===== src/rtl/pipeline_output_fifo_if.sv =====
// pipeline_output_fifo_if: push-side, ready/valid pop-side and status signals of the output FIFO.
interface pipeline_output_fifo_if #(
  parameter int WIDTH = 32,
  parameter int DEPTH = 4
);
  localparam int CW = $clog2(DEPTH) + 1;
  logic [WIDTH-1:0] in_data;
  logic             in_valid;
  logic [WIDTH-1:0] out_data;
  logic             out_valid;
  logic             out_ready;
  logic [CW-1:0]    count;
  logic             almost_full;
  logic             overflow;
  modport master (
    output in_data, in_valid, out_ready,
    input  out_data, out_valid, count, almost_full, overflow
  );
  modport slave (
    input  in_data, in_valid, out_ready,
    output out_data, out_valid, count, almost_full, overflow
  );
endinterface


===== src/rtl/pipeline_output_fifo.sv =====
// pipeline_output_fifo: elastic buffer that absorbs unstallable pipeline results and re-presents them ready/valid.
module pipeline_output_fifo #(
  parameter int WIDTH       = 32,
  parameter int DEPTH       = 4,
  parameter int AFULL_LEVEL = 3
) (
  input logic clk,
  input logic rst,
  pipeline_output_fifo_if.slave bus
);
  localparam int AW = $clog2(DEPTH);
  localparam int CW = AW + 1;
  logic [WIDTH-1:0] mem [DEPTH];
  logic [AW-1:0]    rd_ptr, wr_ptr;
  logic [CW-1:0]    cnt;
  logic             ovf, pop, push;
  assign pop  = (cnt != '0) && bus.out_ready;
  // a full buffer still accepts when the head leaves in the same cycle
  assign push = bus.in_valid && ((cnt != CW'(DEPTH)) || pop);
  always_ff @(posedge clk) begin
    if (rst) begin
      rd_ptr <= '0;
      wr_ptr <= '0;
      cnt    <= '0;
      ovf    <= 1'b0;
    end else begin
      if (push) begin
        mem[wr_ptr] <= bus.in_data;
        wr_ptr      <= wr_ptr + 1'b1;
      end
      if (pop) rd_ptr <= rd_ptr + 1'b1;
      if (push != pop) cnt <= push ? cnt + 1'b1 : cnt - 1'b1;
      if (bus.in_valid && !push) ovf <= 1'b1;
    end
  end
  assign bus.out_data    = mem[rd_ptr];
  assign bus.out_valid   = cnt != '0;
  assign bus.almost_full = cnt >= CW'(AFULL_LEVEL);
  assign bus.count       = cnt;
  assign bus.overflow    = ovf;
endmodule


===== src/flat_wrapper.sv =====
// flat-port wrapper written by rule: the top's interface ports become plain ports
module pipeline_output_fifo_flat 
#(
  parameter int WIDTH       = 32,
  parameter int DEPTH       = 4,
  parameter int AFULL_LEVEL = 3
)
  (clk, rst, bus_in_data, bus_in_valid, bus_out_ready, bus_out_data, bus_out_valid, bus_count, bus_almost_full, bus_overflow);
  pipeline_output_fifo_if #(.WIDTH(WIDTH), .DEPTH(DEPTH)) bus_i ();
  input logic clk;
  input logic rst;
  input wire logic [$bits(bus_i.in_data)-1:0] bus_in_data;
  input wire logic [$bits(bus_i.in_valid)-1:0] bus_in_valid;
  input wire logic [$bits(bus_i.out_ready)-1:0] bus_out_ready;
  output wire logic [$bits(bus_i.out_data)-1:0] bus_out_data;
  output wire logic [$bits(bus_i.out_valid)-1:0] bus_out_valid;
  output wire logic [$bits(bus_i.count)-1:0] bus_count;
  output wire logic [$bits(bus_i.almost_full)-1:0] bus_almost_full;
  output wire logic [$bits(bus_i.overflow)-1:0] bus_overflow;
  assign bus_i.in_data = bus_in_data;
  assign bus_i.in_valid = bus_in_valid;
  assign bus_i.out_ready = bus_out_ready;
  assign bus_out_data = bus_i.out_data;
  assign bus_out_valid = bus_i.out_valid;
  assign bus_count = bus_i.count;
  assign bus_almost_full = bus_i.almost_full;
  assign bus_overflow = bus_i.overflow;
  pipeline_output_fifo #(.WIDTH(WIDTH), .DEPTH(DEPTH), .AFULL_LEVEL(AFULL_LEVEL)) u_core (.clk(clk), .rst(rst), .bus(bus_i));
endmodule

===== config.mk =====
export PLATFORM = sky130hd
export DESIGN_NAME = pipeline_output_fifo_flat
export DESIGN_NICKNAME = d
export VERILOG_FILES = /design/src/rtl/pipeline_output_fifo_if.sv /design/src/rtl/pipeline_output_fifo.sv /design/src/flat_wrapper.sv
export SDC_FILE = /design/constraint.sdc
export NUM_CORES = 1
export LEC_CHECK = 0
export BUFFER_PORTS_ARGS = -buffer_cell sky130_fd_sc_hd__buf_2
export CORE_ASPECT_RATIO = 0.9
export CORE_UTILIZATION = 59
export CTS_BUF_LIST = sky130_fd_sc_hd__clkbuf_8
export CTS_CLUSTER_DIAMETER = 120
export DETAILED_ROUTE_END_ITERATION = 10
export GPL_TIMING_DRIVEN = 0
export PLACE_DENSITY = 0.91
export SLEW_MARGIN = 20
export SYNTH_ARGS = -nofsm -noshare
export SYNTH_HDL_FRONTEND = slang
export SYNTH_SLANG_ARGS = --single-unit

===== constraint.sdc =====
create_clock -name clk -period 2.85 [get_ports clk]
set_input_delay 0.4275 -clock clk [delete_from_list [all_inputs] [get_ports clk]]
set_output_delay 0.4275 -clock clk [all_outputs]
set_load 0.02 [all_outputs]

==> results.yml, run 1 <==
routing:
  dr.pass1.iters: 4
  wl_per_cell_um: 18.6
  dr_total_vias: 2547
  drt_wl_total_mm: 8.63
  viasPerCell: 5.50
  first_iter_violations: 64
  drc_errors: 0
  antenna_left: 0
sta:
  fin_crit_ns: 2.44
  worst_slack_ns: 0.413
  rsz0062_at_grt: "false"
  slew_viol_final: 0
  finalHoldViolCount: 0
  finalSetupViolCount: 0
  timing.fmax_mhz: 410
  skew_ns: 0.0100
  period_share_pct: 85.5
  tightest_slew_ns: 0.652
  slew_headroom_pct: 56.6
grt:
  antenna_found_initial: 0
  use_met2_pct: 35.0
  grt_pass1_wl_mm: 13.3
  grt_pass1_vias: 2557
  met1_usage_pct: 26.0
  grt_max_degree: 25
  overflow: 0
  use_met3_pct: 4.93
  top_usage_layer: "met2"
  grtUsageTotal_pct: 20.7
cells_and_area:
  area_growth_pct: 19.7
  multi_input_area_mm2: 0.00107
  post-route-util_pct: 72.5
  register_area_mm2: 0.00404
  drive_above_1_share_pct: 44.5
  diodes: 0
  fin_nets: 373
  nFillCells: 540
placement:
  dp_hpwl_mm: 5.69
  pre_cts_ws_ns: 0.581
  place_congestion: 0.774
  io_buffers: 72
setup_path:
  cp.required_ns: 2.42
  cpPeakStageDelay_ns: 0.57
  cp-start-kind: "flip-flop"
  path_class: "reg2out"
  crit_slowest_cell: "mux4_2"
  cp-end-kind: "output port"
  cp_cell_sequence: "buf_2 -> buf_2 -> mux4_2 -> buf_2"
  r2r-end: "u_core.bus.count[2]"
  cp_max_fo: 10
  cp_common_cell: "buf_2"
  r2r_slack_ns: 0.69
  reg2reg_from: "u_core.bus.count[1]"
  arrival_ns: 2.01
  r2r_cells: 7
clocking:
  ctsResizeCount: 0
  cts_buffers: 17
  clk_pin_slew_ns: 0.08
  cts_tree: "yes"
  cts.sinks: 138
  postCtsHoldBufs: 0
  ctsRootBufferMaster: "clkbuf_8"
  cts_setup_buffers: 0
  clockBufferDepth: 2
  htreeDepth: 4
  clkLatencyLatePin_ns: 0.42
min_path:
  holdCritPathClass: "in2reg"
  hold_depth: 1
  holdPathEnd: "u_core.mem[3][16]"
  hp-start: "bus_in_data[16]"
synthesis:
  async_flop_share_pct: 0
  syn_inst: 237
  yosys.area.top_type_share_pct: 74.0
  yosysMostFrequentCell: "edfxtp_1"
  ys_seq_area_share_pct: 77.9
  synth_largest_area_cell: "edfxtp_1"
  synth.area.top_cells: "edfxtp_1 (74%), mux4_2 (14%), dfxtp_1 (3.9%)"
  synth_area_mm2: 0.00519
  synth_warnings: 0
  syn_nets: 278
  avgSynthCellArea_um2: 21.9
  ys.flop_type: "edfxtp_1"
  synth_edf_count: 128
  ys_types: 32
  synth.ff_latch_count: 138
  yosys-top-cells-count: "edfxtp_1 (128), mux4_2 (32), dfxtp_1 (10)"
power:
  switchingPower_uw: 1220
  sw_frac_of_total_pct: 25.7
  leakagePower_uw: 0.00214
  comb_power_share_pct: 17.8
  seqPwrFrac_pct: 48.9
  clock_power_share_pct: 33.4
  ir_drop_mv: 0.512
  p_int_uw: 3530
  powerDensity_mw_per_mm2: 764
floorplan:
  rows: 32
  die_w_um: 101
  start_util_pct: 60.6
  top_level_ports: 74
  fp.dieArea_mm2: 0.00918
  core_area_mm2: 0.00857
  die_h_um: 91.0
run:
  drv_cap: 0
outcome:
  status: "finished clean"
[critical path, delay by kind of cell (launching register included)]
family / cells / cell delay [ns]
buf+inv: 3 / 0.72
mux: 1 / 0.57
flops: 1 / 0.31
[cell usage in the layout, fill, tap and decap left out, types with 4 or more instances in the layout]
| cell type | synthesis | final |
|---|---|---|
| a21oi_1 | 4 | 4 |
| dfxtp_1 | 10 | 10 |
| inv_6 | 0 | 4 |
| inv_1 | 5 | 6 |
| and2_2 | 0 | 4 |
| buf_2 | 8 | 80 |
| clkinvlp_4 | 0 | 4 |
| mux4_2 | 32 | 32 |
| ha_1 | 4 | 4 |
| clkbuf_8 | 0 | 17 |
| nor2_1 | 7 | 7 |
| edfxtp_1 | 128 | 128 |
| nand3_1 | 4 | 4 |
[sequential cells by signal, summed over array words and instances, names as in the netlist, named ones only]
name and count:
u_core.wr_ptr 2, u_core.bus.overflow 1, u_core.mem 128, u_core.bus.count 3, u_core.rd_ptr 2
[through the flow]
| stage | hold slack [ns] | total power [uW] | cell area (um^2) | std cells | TNS [ns] |
|---|---|---|---|---|---|
| global placement | 0.465 | 3180 | 5700 | 428 | -0.524 |
| detailed placement | 0.459 | 3220 | 5810 | 432 | 0 |
| CTS | 0.191 | 4790 | 6210 | 463 | 0 |
| finish | 0.213 | 4750 | 6210 | 463 | 0 |
| floorplan | 0.484 | 2960 | 5190 | 237 | 0 |
| global route | 0.192 | 4950 | 6210 | 463 | 0 |
[power groups by stage]
stage,Sequential (uW),Clock (uW),Combinational (uW)
after floorplan,2370,0,586
after global placement,2360,0,819
after detailed placement,2370,0,856
after CTS,2320,1610,857
after global routing,2330,1710,914
final,2320,1580,845
[metal layers]
| layer | wire [um] | vias up |
|---|---|---|
| met3 | 479 | 12 |
| met4 | 97 | 0 |
| met1 | 3370 | 1284 |
| met2 | 4680 | 79 |
| li1 | - | 1172 |
| met5 | 0 | - |
[layout make-up]
type,count,area share [%]
tap,119,2.40
inverter,5,0.302
buffer,13,1.01
clock buffer,17,3.76
multi-input combinational,81,17.2
clock inverter,14,2.78
timing repair buffer,76,7.45
sequential,138,65.1
[cells by family after synthesis]
group	Yosys count	synth area share [%]
adder cells (fa/ha/maj)	5	1.35
flip-flops	138	77.9
multiplexers	32	13.9
buffers and inverters	18	1.57
AO/OA/AOI/OAI	15	1.93
XOR/XNOR	4	0.675
AND/OR/NAND/NOR	25	2.70
[worst max path at each step]
stage                   startpoint                end  slack, ns  cells past startpoint
3_3_place_gp          bus_in_valid  u_core.mem[0][29]      -0.01                      5
6_report                 flip-flop   bus_out_data[20]       0.41                      4
3_5_place_dp          bus_in_valid  u_core.mem[0][29]       0.58                      6
5_1_grt                  flip-flop   bus_out_data[17]       0.26                      4
4_1_cts                  flip-flop   bus_out_data[20]       0.35                      4
2_1_floorplan  u_core.bus.count[0]   u_core.mem[0][0]       0.62                      4
Power figures use the tool's default switching activity.
==> inputs of run 2 (changes only) <==
--- a/config.mk
+++ b/config.mk
@@ -11,8 +11,10 @@
 export CTS_BUF_LIST = sky130_fd_sc_hd__clkbuf_8
 export CTS_CLUSTER_DIAMETER = 120
 export DETAILED_ROUTE_END_ITERATION = 10
+export GPL_ROUTABILITY_DRIVEN = 0
 export GPL_TIMING_DRIVEN = 0
 export PLACE_DENSITY = 0.91
+export REMOVE_ABC_BUFFERS = 1
 export SLEW_MARGIN = 20
 export SYNTH_ARGS = -nofsm -noshare
 export SYNTH_HDL_FRONTEND = slang
==> run 2 against run 1 <==
Against the previous run:
- the flow now finishes with violations (design-rule violations)
- clock-buffer cell count stayed put
- critical path depth is 2 lower
- register-to-register slack worse by 0.09 ns
- power is 0.27% lower
- setup slack better by 0.0052 ns
- die area stayed put
- critical path type unchanged
- largest cell class unchanged
- largest power group unchanged
==> results.yml, run 2 (synthesis results as in run 1) <==
cells_and_area:
  multi_input_area_mm2: 0.00107
  layout_commonest_cell: "edfxtp_1"
  post-route-util_pct: 72.3
  area_growth_pct: 19.4
  largest_reg_flops: 128
  layout_common_cells: "edfxtp_1 (128), buf_2 (73), mux4_2 (32), clkbuf_8 (17), dfxtp_1 (8)"
  fin_area_mm2: 0.00620
  diodes: 0
  nFillCells: 513
  final_cells: 453
  drive_above_1_share_pct: 44.0
  register_area_mm2: 0.00405
  fin_nets: 362
  largest_register: "u_core.mem"
min_path:
  holdCritPathClass: "in2reg"
floorplan:
  fp.dieArea_mm2: 0.00918
  die_w_um: 101
  core_area_mm2: 0.00857
  die_h_um: 91.0
  rows: 32
  start_util_pct: 60.6
  top_level_ports: 74
setup_path:
  cp.required_ns: 2.42
  cp-end-kind: "output port"
  r2r_slack_ns: 0.60
  cp_max_fo: 32
  cp-start-kind: "flip-flop"
  arrival_ns: 2.00
  path_class: "reg2out"
clocking:
  cts_buffers: 17
  ctsRootBufferMaster: "clkbuf_8"
  cts_setup_buffers: 0
  clkLatencyLatePin_ns: 0.42
  cts.sinks: 138
  ctsResizeCount: 0
  postCtsHoldBufs: 0
  cts_tree: "yes"
  clockBufferDepth: 2
  clk_pin_slew_ns: 0.08
  htreeDepth: 4
outcome:
  failed_checks: "design-rule violations"
  status: "finished, violations left"
power:
  ir_drop_mv: 0.471
  power_uw: 4740
  powerDensity_mw_per_mm2: 764
  leakagePower_uw: 0.00212
sta:
  timing.fmax_mhz: 411
  fin_setup_tns_ns: 0
  slew_viol_final: 0
  period_share_pct: 85.3
  tightest_slew_ns: 0.655
  rsz0062_at_grt: "false"
  finalHoldViolCount: 0
  slew_headroom_pct: 56.3
  skew_ns: 0.0117
  finalSetupViolCount: 0
  fin_crit_ns: 2.43
routing:
  drc_errors: 1
  antenna_left: 0
  dr_total_vias: 2516
  dr.pass1.iters: 7
  wl_per_cell_um: 19.2
  drt_wl_total_mm: 8.69
  viasPerCell: 5.55
  first_iter_violations: 129
grt:
  met1_usage_pct: 27.0
  top_usage_layer: "met2"
  overflow: 0
  grtUsageTotal_pct: 21.1
  antenna_found_initial: 0
  use_met2_pct: 32.9
  grt_pass1_wl_mm: 13.6
  grt_pass1_vias: 2660
  use_met3_pct: 7.93
  grt_max_degree: 33
placement:
  dp_hpwl_mm: 5.51
  placed_area_mm2: 0.00579
  io_buffers: 73
  dp_cells: 421
run:
  drv_cap: 0
## run 2: changes by cell type in the layout (fill, tap and decap cells not counted)
| cell | previous run | this run |
|---|---|---|
| inv_6 | 4 | 3 |
| buf_16 | 3 | 5 |
| buf_12 | 1 | 0 |
| buf_2 | 80 | 73 |
| dfxtp_4 | 0 | 1 |
| dfxtp_1 | 10 | 8 |
| buf_1 | 3 | 0 |
| clkbuf_1 | 1 | 0 |
| buf_4 | 1 | 0 |
| clkinv_4 | 1 | 3 |
| clkinv_1 | 0 | 2 |
| clkinvlp_4 | 4 | 2 |
| dfxtp_2 | 0 | 1 |
## run 2: worst max-delay path, stage by stage, from the launching register on
cell     delay, ns
dfxtp_4       0.76
mux4_2        0.62
buf_2         0.18
## run 2: per-stage QoR
stage	hold slack, ns	worst slack, ns
floorplan	0.478	0.249
global placement	0.457	-0.366
detailed placement	0.470	0.623
CTS	0.198	0.361
global route	0.193	0.281
finish	0.221	0.418
## run 2: worst paths after layout
kind,depth (start not counted),end,from
setup reg to reg,6,u_core.bus.count[2],u_core.bus.count[0]
hold / removal,1,u_core.mem[3][12],bus_in_data[12]
hold reg to reg,2,u_core.bus.overflow,u_core.bus.overflow
setup / recovery,2,bus_out_data[12],flip-flop
## run 2: power breakdown
part	internal (uW)	total, uW	switching [uW]
Clock	866	1590	726
Combinational	352	720	368
Sequential	2290	2430	131
Total	3510	4740	1220
## run 2: cell type report
cell class | count | area share [%]
Clock buffer | 17 | 3.77
Clock inverter | 15 | 2.81
Inverter | 5 | 0.303
Multi-Input combinational cell | 81 | 17.3
Sequential cell | 138 | 65.3
Tap cell | 119 | 2.40
Timing Repair Buffer | 78 | 8.11
## run 2: per-layer routing
layer / vias to the layer above / part of all wire, %
met5: - / 0
met4: 0 / 2.1
met3: 16 / 7.8
met2: 101 / 50
met1: 1250 / 40
li1: 1149 / -
==> inputs of run 3 (changes only) <==
--- a/config.mk
+++ b/config.mk
@@ -7,13 +7,13 @@
 export LEC_CHECK = 0
 export BUFFER_PORTS_ARGS = -buffer_cell sky130_fd_sc_hd__buf_2
 export CORE_ASPECT_RATIO = 0.9
-export CORE_UTILIZATION = 59
+export CORE_UTILIZATION = 53
 export CTS_BUF_LIST = sky130_fd_sc_hd__clkbuf_8
 export CTS_CLUSTER_DIAMETER = 120
 export DETAILED_ROUTE_END_ITERATION = 10
 export GPL_ROUTABILITY_DRIVEN = 0
 export GPL_TIMING_DRIVEN = 0
-export PLACE_DENSITY = 0.91
+export PLACE_DENSITY = 0.84
 export REMOVE_ABC_BUFFERS = 1
 export SLEW_MARGIN = 20
 export SYNTH_ARGS = -nofsm -noshare
==> run 3 against run 2 <==
Against the previous run:
- the flow now finishes without violations
- register-to-register slack improved by 0.03 ns
- wire length fell by 3.0%
- sequential cell count did not move
- final cell count rose by 0.44%
- cell area fell by 0.73%
- fmax fell by 1.2%
- die area rose by 11%
- clock skew fell by 0.0018 ns
- clock power fell by 11%
- first-iteration DRC count fell by 36%
- global-route usage fell by 3.0 points
- via count fell by 0.79%
- critical path type unchanged
==> results.yml, run 3 (synthesis results as in run 1) <==
routing:
  viasPerCell: 5.49
  antenna_left: 0
  wl_per_cell_um: 18.5
  first_iter_violations: 83
  drt_wl_total_mm: 8.43
  dr_total_vias: 2496
  drc_errors: 0
  dr.pass1.iters: 4
run:
  drv_cap: 0
clocking:
  cts_setup_buffers: 0
  cts_buffers: 17
  clockBufferDepth: 2
  htreeDepth: 4
  clk_pin_slew_ns: 0.08
  ctsRootBufferMaster: "clkbuf_8"
  ctsResizeCount: 0
  cts.sinks: 138
  cts_tree: "yes"
  postCtsHoldBufs: 0
  clkLatencyLatePin_ns: 0.42
grt:
  antenna_found_initial: 0
  grtUsageTotal_pct: 18.1
  overflow: 0
  grt_max_degree: 33
  grt_pass1_vias: 2482
  grt_pass1_wl_mm: 13.0
floorplan:
  fp.dieArea_mm2: 0.0102
  core_area_mm2: 0.00929
  rows: 33
  die_w_um: 106
  top_level_ports: 74
  start_util_pct: 55.9
  die_h_um: 95.9
cells_and_area:
  layout_commonest_cell: "edfxtp_1"
  area_growth_pct: 18.5
  largest_reg_flops: 128
  drive_above_1_share_pct: 44.7
  final_cells: 455
  largest_register: "u_core.mem"
  diodes: 0
  fin_nets: 362
  layout_common_cells: "edfxtp_1 (128), buf_2 (73), mux4_2 (32), clkbuf_8 (17), dfxtp_1 (8)"
outcome:
  status: "finished clean"
placement:
  io_buffers: 73
  dp_hpwl_mm: 5.26
  dp_cells: 424
  pre_cts_ws_ns: 0.644
sta:
  finalSetupViolCount: 0
  tightest_slew_ns: 0.671
  worst_slack_ns: 0.388
  rsz0062_at_grt: "false"
  slew_headroom_pct: 55.3
  fin_crit_ns: 2.46
  period_share_pct: 86.4
  timing.fmax_mhz: 406
  skew_ns: 0.00997
  slew_viol_final: 0
  finalHoldViolCount: 0
  hold_ws_ns: 0.213
power:
  switchingPower_uw: 1230
  comb_power_share_pct: 15.6
  clock_power_share_pct: 31.1
  seqPwrFrac_pct: 53.2
  p_int_uw: 3330
  powerDensity_mw_per_mm2: 741
  leakagePower_uw: 0.00208
  sw_frac_of_total_pct: 27.0
  ir_drop_mv: 0.439
setup_path:
  r2r_cells: 6
  cp-end-kind: "output port"
  cp.required_ns: 2.42
  cp-start-kind: "flip-flop"
  cp_max_fo: 32
  path_class: "reg2out"
  arrival_ns: 2.03
min_path:
  hold_depth: 1
  holdCritPathClass: "in2reg"
==> run 3: cell types whose count changed in the layout (fill, tap and decap cells not counted) <==
cell / before / now
clkinv_2: 1 / 3
inv_1: 6 / 5
inv_6: 3 / 2
clkinvlp_4: 2 / 6
clkinv_1: 2 / 0
bufinv_16: 3 / 1
clkinv_4: 3 / 2
==> run 3: worst paths after layout <==
check | from | to | slack (ns)
hold reg to reg | u_core.bus.overflow | u_core.bus.overflow | 0.47
hold / removal | bus_in_data[13] | u_core.mem[2][13] | 0.21
setup reg to reg | u_core.bus.count[0] | u_core.bus.count[2] | 0.63
setup / recovery | flip-flop | bus_out_data[3] | 0.39
==> run 3: per-layer routing <==
layer / wire, um / up-vias / global-route usage [%]
met5: 0 / - / 0
met4: 66 / 0 / 6.60
met3: 384 / 7 / 5.82
met2: 4340 / 70 / 29.6
met1: 3640 / 1264 / 23.2
li1: - / 1155 / -
==> run 3: power groups by stage <==
| stage | clock network (uW) | logic, uW | registers [uW] |
|---|---|---|---|
| 6_report | 1420 | 713 | 2430 |
| 5_1_grt | 1520 | 768 | 2450 |
| 3_5_place_dp | 0 | 720 | 2480 |
| 2_1_floorplan | 0 | 474 | 2460 |
| 3_3_place_gp | 0 | 689 | 2480 |
| 4_1_cts | 1450 | 722 | 2440 |
==> run 3: cell type report <==
class                   instances  area (um^2)
repair buffers                 78          503
clock buffers                  17          234
fillers                       619         3140
well taps                     122          153
clock inverters                14          125
flip-flops and latches        138         4050
multi-input cells              81         1070
inverters                       5         18.8
==> run 3: critical path: stages, from the launching register on <==
cell,delay [ns]
dfxtp_4,0.78
mux4_2,0.62
buf_2,0.18
==> run 3: metrics by stage <==
stage	area, um^2	setup TNS, ns	utilization (%)	total power (uW)
2_1_floorplan	5130	0	-	2930
3_3_place_gp	5650	-10.92	60.8	3170
3_5_place_dp	5790	0	62.4	3200
4_1_cts	6150	0	66.2	4610
5_1_grt	6150	0	66.2	4740
6_report	6150	0	66.2	4560
